`config.mk`:
```
export PLATFORM = sky130hd
export DESIGN_NAME = if_stage
export DESIGN_NICKNAME = d
export VERILOG_FILES = /design/src/rtl/if_stage_pkg.sv /design/src/rtl/if_stage.sv
export SDC_FILE = /design/constraint.sdc
export NUM_CORES = 1
export LEC_CHECK = 0
export BUFFER_PORTS_ARGS = -buffer_cell sky130_fd_sc_hd__buf_2
export CAP_MARGIN = 5
export CORE_MARGIN = 5
export CORE_UTILIZATION = 47
export CTS_BUF_LIST = sky130_fd_sc_hd__clkbuf_2
export DETAILED_ROUTE_END_ITERATION = 10
export GPL_ROUTABILITY_DRIVEN = 1
export HOLD_SLACK_MARGIN = 0.03
export PLACE_DENSITY = 0.79
export RECOVER_POWER = 100
export REMOVE_ABC_BUFFERS = 1
export SYNTH_ARGS = -nofsm -noshare
export SYNTH_HDL_FRONTEND = slang
export SYNTH_SLANG_ARGS = --single-unit
```
`constraint.sdc`:
```
create_clock -name clk -period 3.6 [get_ports clk]
set_clock_uncertainty 0.15 [all_clocks]
set_input_delay 0.9 -clock clk [delete_from_list [all_inputs] [get_ports clk]]
set_output_delay 0.9 -clock clk [all_outputs]
set_load 0.02 [all_outputs]
```
`src/rtl/if_stage_pkg.sv`:
```
// rtl/if_stage_pkg.sv - shared widths, reset PC and branch-bus layout for the fetch stage
package if_stage_pkg;

  localparam int FS_TO_DS_BUS_WD = 64;
  localparam int BR_BUS_WD       = 34;

  localparam logic [31:0] RESET_PC_DEFAULT = 32'h1c00_0000;

  // Field positions inside br_bus; decode packs the bus with the same layout.
  localparam int BR_STALL_BIT  = 33;
  localparam int BR_TAKEN_BIT  = 32;
  localparam int BR_TARGET_MSB = 31;
  localparam int BR_TARGET_LSB = 0;

  typedef struct packed {
    logic        stall;
    logic        taken;
    logic [31:0] target;
  } br_bus_t;

  function automatic br_bus_t unpack_br_bus(input logic [BR_BUS_WD-1:0] bus);
    br_bus_t b;
    b.stall  = bus[BR_STALL_BIT];
    b.taken  = bus[BR_TAKEN_BIT];
    b.target = bus[BR_TARGET_MSB:BR_TARGET_LSB];
    return b;
  endfunction

endpackage

```
`src/rtl/if_stage.sv`:
```
// rtl/if_stage.sv - instruction fetch stage: next-PC select, sync SRAM read, decode handshake
module if_stage
  import if_stage_pkg::*;
#(
  parameter logic [31:0] RESET_PC = RESET_PC_DEFAULT
) (
  input  logic                       clk,
  input  logic                       reset,
  input  logic                       ds_allowin,
  input  logic [BR_BUS_WD-1:0]       br_bus,
  output logic                       fs_to_ds_valid,
  output logic [FS_TO_DS_BUS_WD-1:0] fs_to_ds_bus,
  output logic                       inst_sram_en,
  output logic [3:0]                 inst_sram_we,
  output logic [31:0]                inst_sram_addr,
  output logic [31:0]                inst_sram_wdata,
  input  logic [31:0]                inst_sram_rdata
);

  br_bus_t     br;
  logic        to_fs_valid;
  logic        pfs_ready_go;
  logic        fs_allowin;
  logic [31:0] seq_pc;
  logic [31:0] nextpc;
  logic [31:0] fs_inst;

  logic        fs_valid;
  logic [31:0] fs_pc;
  logic        buf_valid;
  logic [31:0] inst_buf;
  logic        br_pend;
  logic [31:0] br_pend_target;

  assign br           = unpack_br_bus(br_bus);
  assign to_fs_valid  = ~reset;
  assign pfs_ready_go = ~br.stall;
  assign fs_allowin   = ~fs_valid | ds_allowin;

  assign seq_pc = fs_pc + 32'd4;
  assign nextpc = br.taken ? br.target :
                  br_pend  ? br_pend_target :
                             seq_pc;

  assign inst_sram_en    = to_fs_valid & pfs_ready_go & fs_allowin;
  assign inst_sram_addr  = nextpc;
  assign inst_sram_we    = 4'b0000;
  assign inst_sram_wdata = 32'h0;

  // The SRAM only holds its read data for one cycle, so a stalled word lives in inst_buf.
  assign fs_inst        = buf_valid ? inst_buf : inst_sram_rdata;
  assign fs_to_ds_valid = fs_valid;
  assign fs_to_ds_bus   = {fs_pc, fs_inst};

  always_ff @(posedge clk or posedge reset) begin
    if (reset) begin
      fs_valid       <= 1'b0;
      fs_pc          <= RESET_PC - 32'd4;
      buf_valid      <= 1'b0;
      inst_buf       <= 32'h0;
      br_pend        <= 1'b0;
      br_pend_target <= 32'h0;
    end else begin
      if (fs_allowin) begin
        fs_valid <= inst_sram_en;
      end
      if (inst_sram_en) begin
        fs_pc <= nextpc;
      end

      if (fs_valid && ds_allowin) begin
        buf_valid <= 1'b0;
      end else if (fs_valid && !ds_allowin && !buf_valid) begin
        inst_buf  <= inst_sram_rdata;
        buf_valid <= 1'b1;
      end

      // A redirect that cannot issue now is remembered until the next issue slot.
      if (inst_sram_en) begin
        br_pend <= 1'b0;
      end else if (br.taken) begin
        br_pend        <= 1'b1;
        br_pend_target <= br.target;
      end
    end
  end

endmodule

```
==> impl_metrics.toml, run 1 <==
[detailed_routing]
initialDrtViolationCount = 474
routed_wl_um = 17700
via_per_inst = 5.67
wl_per_cell_um = 18.6
vias = 5400
ant_nets = 0
drcViolationCount = 0
first_pass_iters = 5

[clock_tree]
htree_num_levels = 3
clock_sinks = 99
cts_tree = "built"
cts-root-buf = "clkbuf_2"
clkLatencyLatePin_ns = 0.61
cts_inserted_buffers = 9
clockBufferDepth = 2
clkTransAtPathRegs_ns = 0.24

[logic_synthesis]
synthCells = 569
yosysTopAreaCellShare = 0.310
synth_cell_types = 55
yosys_most_used_dff = "dfrtp_1"
ys_ff_latch = 99
yosys-top-cells-count = "104 x mux2_2, 73 x dfrtp_1, 44 x a21oi_1, 44 x nand2_1"
syn-cell-area_sq_um = 5890
yosysWarnings = 0
synthTopCellsByArea = "dfrtp_1 31%, mux2_2 20%, dfstp_2 12%"
synth_edf_count = 0
async_reset_ff_frac = 1.00
ys_seq_area_frac = 0.426
synth.most_common_cell = "mux2_2"
synth.largest_area_cell = "dfrtp_1"
syn_area_per_cell_sq_um = 10.4

[min_path]
hp-class = "register to register"

[timing]
fin_crit_ns = 3.66
final.setup.worst_slack_ns = -0.0626
finalSetupViolCount = 5
hold_viol = 0
fmax_ghz = 0.273
tightest_slew_ns = 2.35
drv_slew = 142
max-slew-margin-rel = -0.574
rsz0062_at_grt = "yes"
min_period_over_period = 1.02

[pwr]
pwr_density_cell_nw_per_um2 = 491
ir_worst_vdd_mv = 0.300
p_total_w = 0.00366
p_leak_nw = 3.39

[worst_setup_path]
cp_num_buf_inv = 3
cp-start-kind = "register"
crit_chain = "nand4_4, buf_12, nor4_4, buf_6, nand2_2, xor2_1, a21oi_1, buf_4"
timing_worst_setup_path_type = "register to output port"
max_stage_delay_ns = 0.62
timing.reg2reg.setup_slack_ns = 0.12
slowest_stage = "dfstp_1"
path_delay_family = "flip-flops"
end_kind = "output port"
crit_arrival_ns = 2.61
critPathMaxFanout = 6
required_ns = 2.55

[place]
dpl.hpwl_um = 12300
dpl_cell_area_sq_um = 6820
pre_cts_slack_ns = 0.325
gp_congestion = 0.899
portBuffers = 166
dp.cells = 889

[die]
die_h_um = 122
die_x_um = 122
dieArea_sq_um = 14900
initial_core_util = 0.473
rows = 41
io_pins = 203
core_sq_um = 12500

[final_layout]
finalCoreUtilization = 0.598
layout.nets = 845
syn_to_final_growth_pct = 26.4
stdcell_area_sq_um = 7450
drive_gt1_frac = 0.500
fillers = 1025
seqCellArea_sq_um = 2510
multi_input_area_sq_um = 3220
layoutNonFillerInstCount = 953

[run_status]
violations = "max-capacitance violations, max-slew violations, negative setup slack"
status = "finished with violations"

[global_route]
grt_start_max_net_pins = 54
antenna_found_initial = 1
grt_pass1_wl_um = 26700
grt.overflow.total = 0
grt_usage = 0.229
first_global_vias = 5236

[flow_run]
cap_violations = 4
## per-layer routing
layer / GRT usage / vias to the layer above / part of all wire
li1: - / 2406 / -
met1: 0.281 / 2608 / 0.38
met2: 0.378 / 335 / 0.48
met3: 0.0613 / 49 / 0.11
met4: 0.100 / 2 / 0.029
met5: 0 / - / 0.00074
## layout make-up
cell class,instances,area share
Clock inverter,1,0.000504
Multi-Input combinational cell,422,0.432
Sequential cell,99,0.337
Tap cell,172,0.0289
Clock buffer,15,0.0101
Timing Repair Buffer,229,0.184
Antenna cell,1,0.000336
Inverter,14,0.00722
## worst paths after layout
path                                 from                 end  cells after the start
setup / recovery                 fs_pc[9]  inst_sram_addr[20]                      8
max in group asynchronous           reset  br_pend_target[31]                      3
hold reg to reg            fs_to_ds_valid           buf_valid                      1
hold / removal             fs_to_ds_valid           buf_valid                      1
setup reg to reg           fs_to_ds_valid   br_pend_target[7]                      5
min in group asynchronous           reset        inst_buf[13]                      2
## kinds of logic after synthesis
group,count (synthesis),synth area share
AO/OA/AOI/OAI,134,0.139
XOR/XNOR,26,0.0386
adder cells (fa/ha/maj),1,0.00212
buffers and inverters,83,0.0764
flip-flops,99,0.426
multiplexers,107,0.204
other,1,0.000636
AND/OR/NAND/NOR,118,0.114
## layout by cell type, fill, tap and decap left out, types with 10 or more instances in the layout
master    count
dfrtp_1      73
buf_4        68
a21oi_1      44
conb_1       36
clkbuf_1     13
xnor2_1      10
mux2_2      103
buf_2       139
o21ai_0      28
nand2_1      40
dfstp_2      22
inv_1        13
xor2_1       14
clkbuf_2     17
## what timing repair did
| action | in CTS | in global routing |
|---|---|---|
| setup buffers | 24 | 23 |
| pin swaps | 16 | 17 |
| endpoints found under the setup margin | 23 | 22 |
| gates resized for setup | 35 | 26 |
| hold buffers | 0 | 0 |
## power by group
part	total, W	switching [W]	internal, W
Sequential	0.00162	0.000211	0.00141
Combinational	0.00156	0.000885	0.000676
Clock	0.000478	0.000371	0.000107
## state kept, by name, summed over array words and instances (netlist names)
register and cells:
br_pend_target 32, buf_valid 1, fs_to_ds_valid 1, br_pend 1
inst_buf 32, fs_pc 32
## through the flow
step                TNS, ns  hold WS, ns
finish               -0.184        0.365
global route          -2.61        0.305
CTS                  -0.234        0.178
detailed placement        0        0.326
global placement          0        0.316
floorplan                 0        0.301
Power figures use the tool's default switching activity.
==> run 2: changes to the inputs <==
- ABC_AREA: default -> 1
- PLACE_DENSITY: 0.79 -> 0.78
==> impl_metrics.toml, run 2 <==
[pwr]
power.switching_w = 0.00140
power.share.clock = 0.178
pwr_density_cell_nw_per_um2 = 485
p_int_w = 0.00205
power_frac_seq = 0.462
switching_share = 0.407
ir_worst_vdd_mv = 0.244
p_leak_nw = 3.78
combPwrFrac = 0.359

[timing]
fin_crit_ns = 3.55
hold_viol = 0
rsz0062_at_grt = "yes"
min_period_over_period = 0.985
tightest_slew_ns = 2.41
setup_tns_ns = 0
fmax_ghz = 0.282
max-slew-margin-rel = -0.615
finalSetupViolCount = 0
drv_slew = 153

[final_layout]
layout.nets = 1060
final_cell_mix = "296 x nand2_1, 150 x buf_2, 86 x o21ai_0"
fillers = 1241
drive_gt1_frac = 0.245
antenna_cells = 0
largestRegisters = "br_pend_target x32, fs_pc x32, inst_buf x32"
finalCoreUtilization = 0.566
layout_commonest_cell = "nand2_1"
layoutNonFillerInstCount = 1167
syn_to_final_growth_pct = 18.7

[flow_run]
cap_violations = 3

[global_route]
antenna_found_initial = 2
grt_pass1_wl_um = 24100
grt.overflow.total = 0
grt_start_max_net_pins = 66
grt_usage = 0.202
first_global_vias = 4859

[logic_synthesis]
syn-cell-area_sq_um = 5990
yosys_most_used_dff = "dfrtp_1"
yosys-top-cells-count = "297 x nand2_1, 81 x o21ai_0, 76 x inv_1"
synth_cell_types = 32
ys_ff_latch = 99
synthTopCellsByArea = "dfrtp_1 31%, nand2_1 19%, dfstp_2 11%"
synth.largest_area_cell = "dfrtp_1"
yosysTopAreaCellShare = 0.305
ys_seq_area_frac = 0.419
async_reset_ff_frac = 1.00
synthCells = 826
syn_area_per_cell_sq_um = 7.25
synth_edf_count = 0
yosysWarnings = 0
synth.most_common_cell = "nand2_1"

[worst_setup_path]
cp-start-kind = "register"
r2r-end = "br_pend_target[14]"
startpoint = "fs_to_ds_valid"
end_kind = "output port"
worst_r2r_startpoint = "fs_to_ds_valid"
timing.reg2reg.setup_slack_ns = 0.37
timing_worst_setup_path_type = "register to output port"
required_ns = 2.55
worstRegToRegCells = 7
critPathCapture = "inst_sram_en"
crit_arrival_ns = 2.50
critPathMaxFanout = 6

[min_path]
hp-class = "primary input to register"
hold_depth = 2

[clock_tree]
clock_sinks = 99
cts_inserted_buffers = 9
clkLatencyLatePin_ns = 0.60
clkTransAtPathRegs_ns = 0.28
cts_tree = "built"
htree_num_levels = 3
cts-root-buf = "clkbuf_2"
clockBufferDepth = 2

[detailed_routing]
via_per_inst = 4.77
top_layer = "met5"
wl_met3_um = 1270
vias = 5570
drcViolationCount = 0
ant_nets = 0
wl_met2_um = 7440
wl_per_cell_um = 13.5
routed_wl_um = 15700
wl_met1_um = 6780
first_pass_iters = 5
initialDrtViolationCount = 341

[run_status]
violations = "max-capacitance violations, max-slew violations"
status = "finished with violations"

[die]
rows = 41
die_x_um = 123
io_pins = 203
dieArea_sq_um = 15100
die_h_um = 123
core_sq_um = 12600
initial_core_util = 0.476

[place]
gp_congestion = 0.816
portBuffers = 166
dpl.hpwl_um = 11400
dp.cells = 1138
-- run 2: changes by cell type after synthesis, moves of 15 or more --
cell	previous run	this run
inv_1	14	76
nand3_1	15	37
a21oi_1	44	25
mux2_2	104	0
nor2_1	10	52
o21ai_0	36	81
mux2_1	0	15
nand2_1	44	297
-- run 2: cell families after synthesis --
kind of cell               share of synthesized area
muxes                                         0.0282
adders and majority gates                    0.00209
and+or+nand+nor                                0.292
DFF                                            0.419
other                                       0.000626
xor gates and xnor gates                      0.0130
buffers and inverters                          0.124
AOI/OAI and AO/OA                              0.121
-- run 2: worst min path at each step --
stage,from,end,slack [ns]
finish,br_bus[5],br_pend_target[5],0.35
global route,br_bus[5],br_pend_target[5],0.32
CTS,reset,fs_to_ds_valid,0.20
detailed placement,br_pend_target[15],br_pend_target[15],0.32
global placement,inst_buf[28],inst_buf[28],0.32
floorplan,inst_buf[0],inst_buf[0],0.30
-- run 2: layer usage --
layer | GRT usage | up-vias
li1 | - | 2845
met5 | 0 | -
met1 | 0.268 | 2516
met2 | 0.324 | 189
met4 | 0.0672 | 4
met3 | 0.0512 | 16
-- run 2: critical path, cell delays in order (launching register included) --
cell,delay (ns)
dfrtp_1,0.45
inv_1,0.06
nor2_1,0.06
nor3_1,1.00
buf_2,0.34
-- run 2: repair_timing --
action,CTS,global route
buffers inserted,3,10
pin swaps,2,16
gates resized for setup,1,25
hold buffers,0,0
cloned,0,0
endpoints found under the setup margin,2,21
-- run 2: power by group through the flow --
stage / clock network, W / logic (W) / registers [W]
5_1_grt: 0.000674 / 0.00138 / 0.00163
2_1_floorplan: 0 / 0.000704 / 0.00168
4_1_cts: 0.000637 / 0.00122 / 0.00160
3_3_place_gp: 0 / 0.00118 / 0.00162
3_5_place_dp: 0 / 0.00121 / 0.00162
6_report: 0.000616 / 0.00124 / 0.00159
-- run 2: final cells by class --
cell class              instances  area [sq um]  share of cell area
inverters                      81           305              0.0429
repair buffers                192          1040               0.147
flip-flops and latches         99          2510               0.353
clock inverters                 7          91.3              0.0128
multi-input cells             607          2900               0.408
well taps                     172           215              0.0303
clock buffers                   9          45.0             0.00634
-- run 2: through the flow --
step                      setup slack (ns)  hold WS, ns  instance area [sq um]  total power, W
after floorplan                    0.00260        0.303                   5680         0.00239
after global placement               0.610        0.316                   6840         0.00280
after detailed placement             0.564        0.324                   6840         0.00283
after CTS                           0.0155        0.202                   7000         0.00346
after global routing               -0.0663        0.318                   7110         0.00369
final                               0.0529        0.348                   7110         0.00345
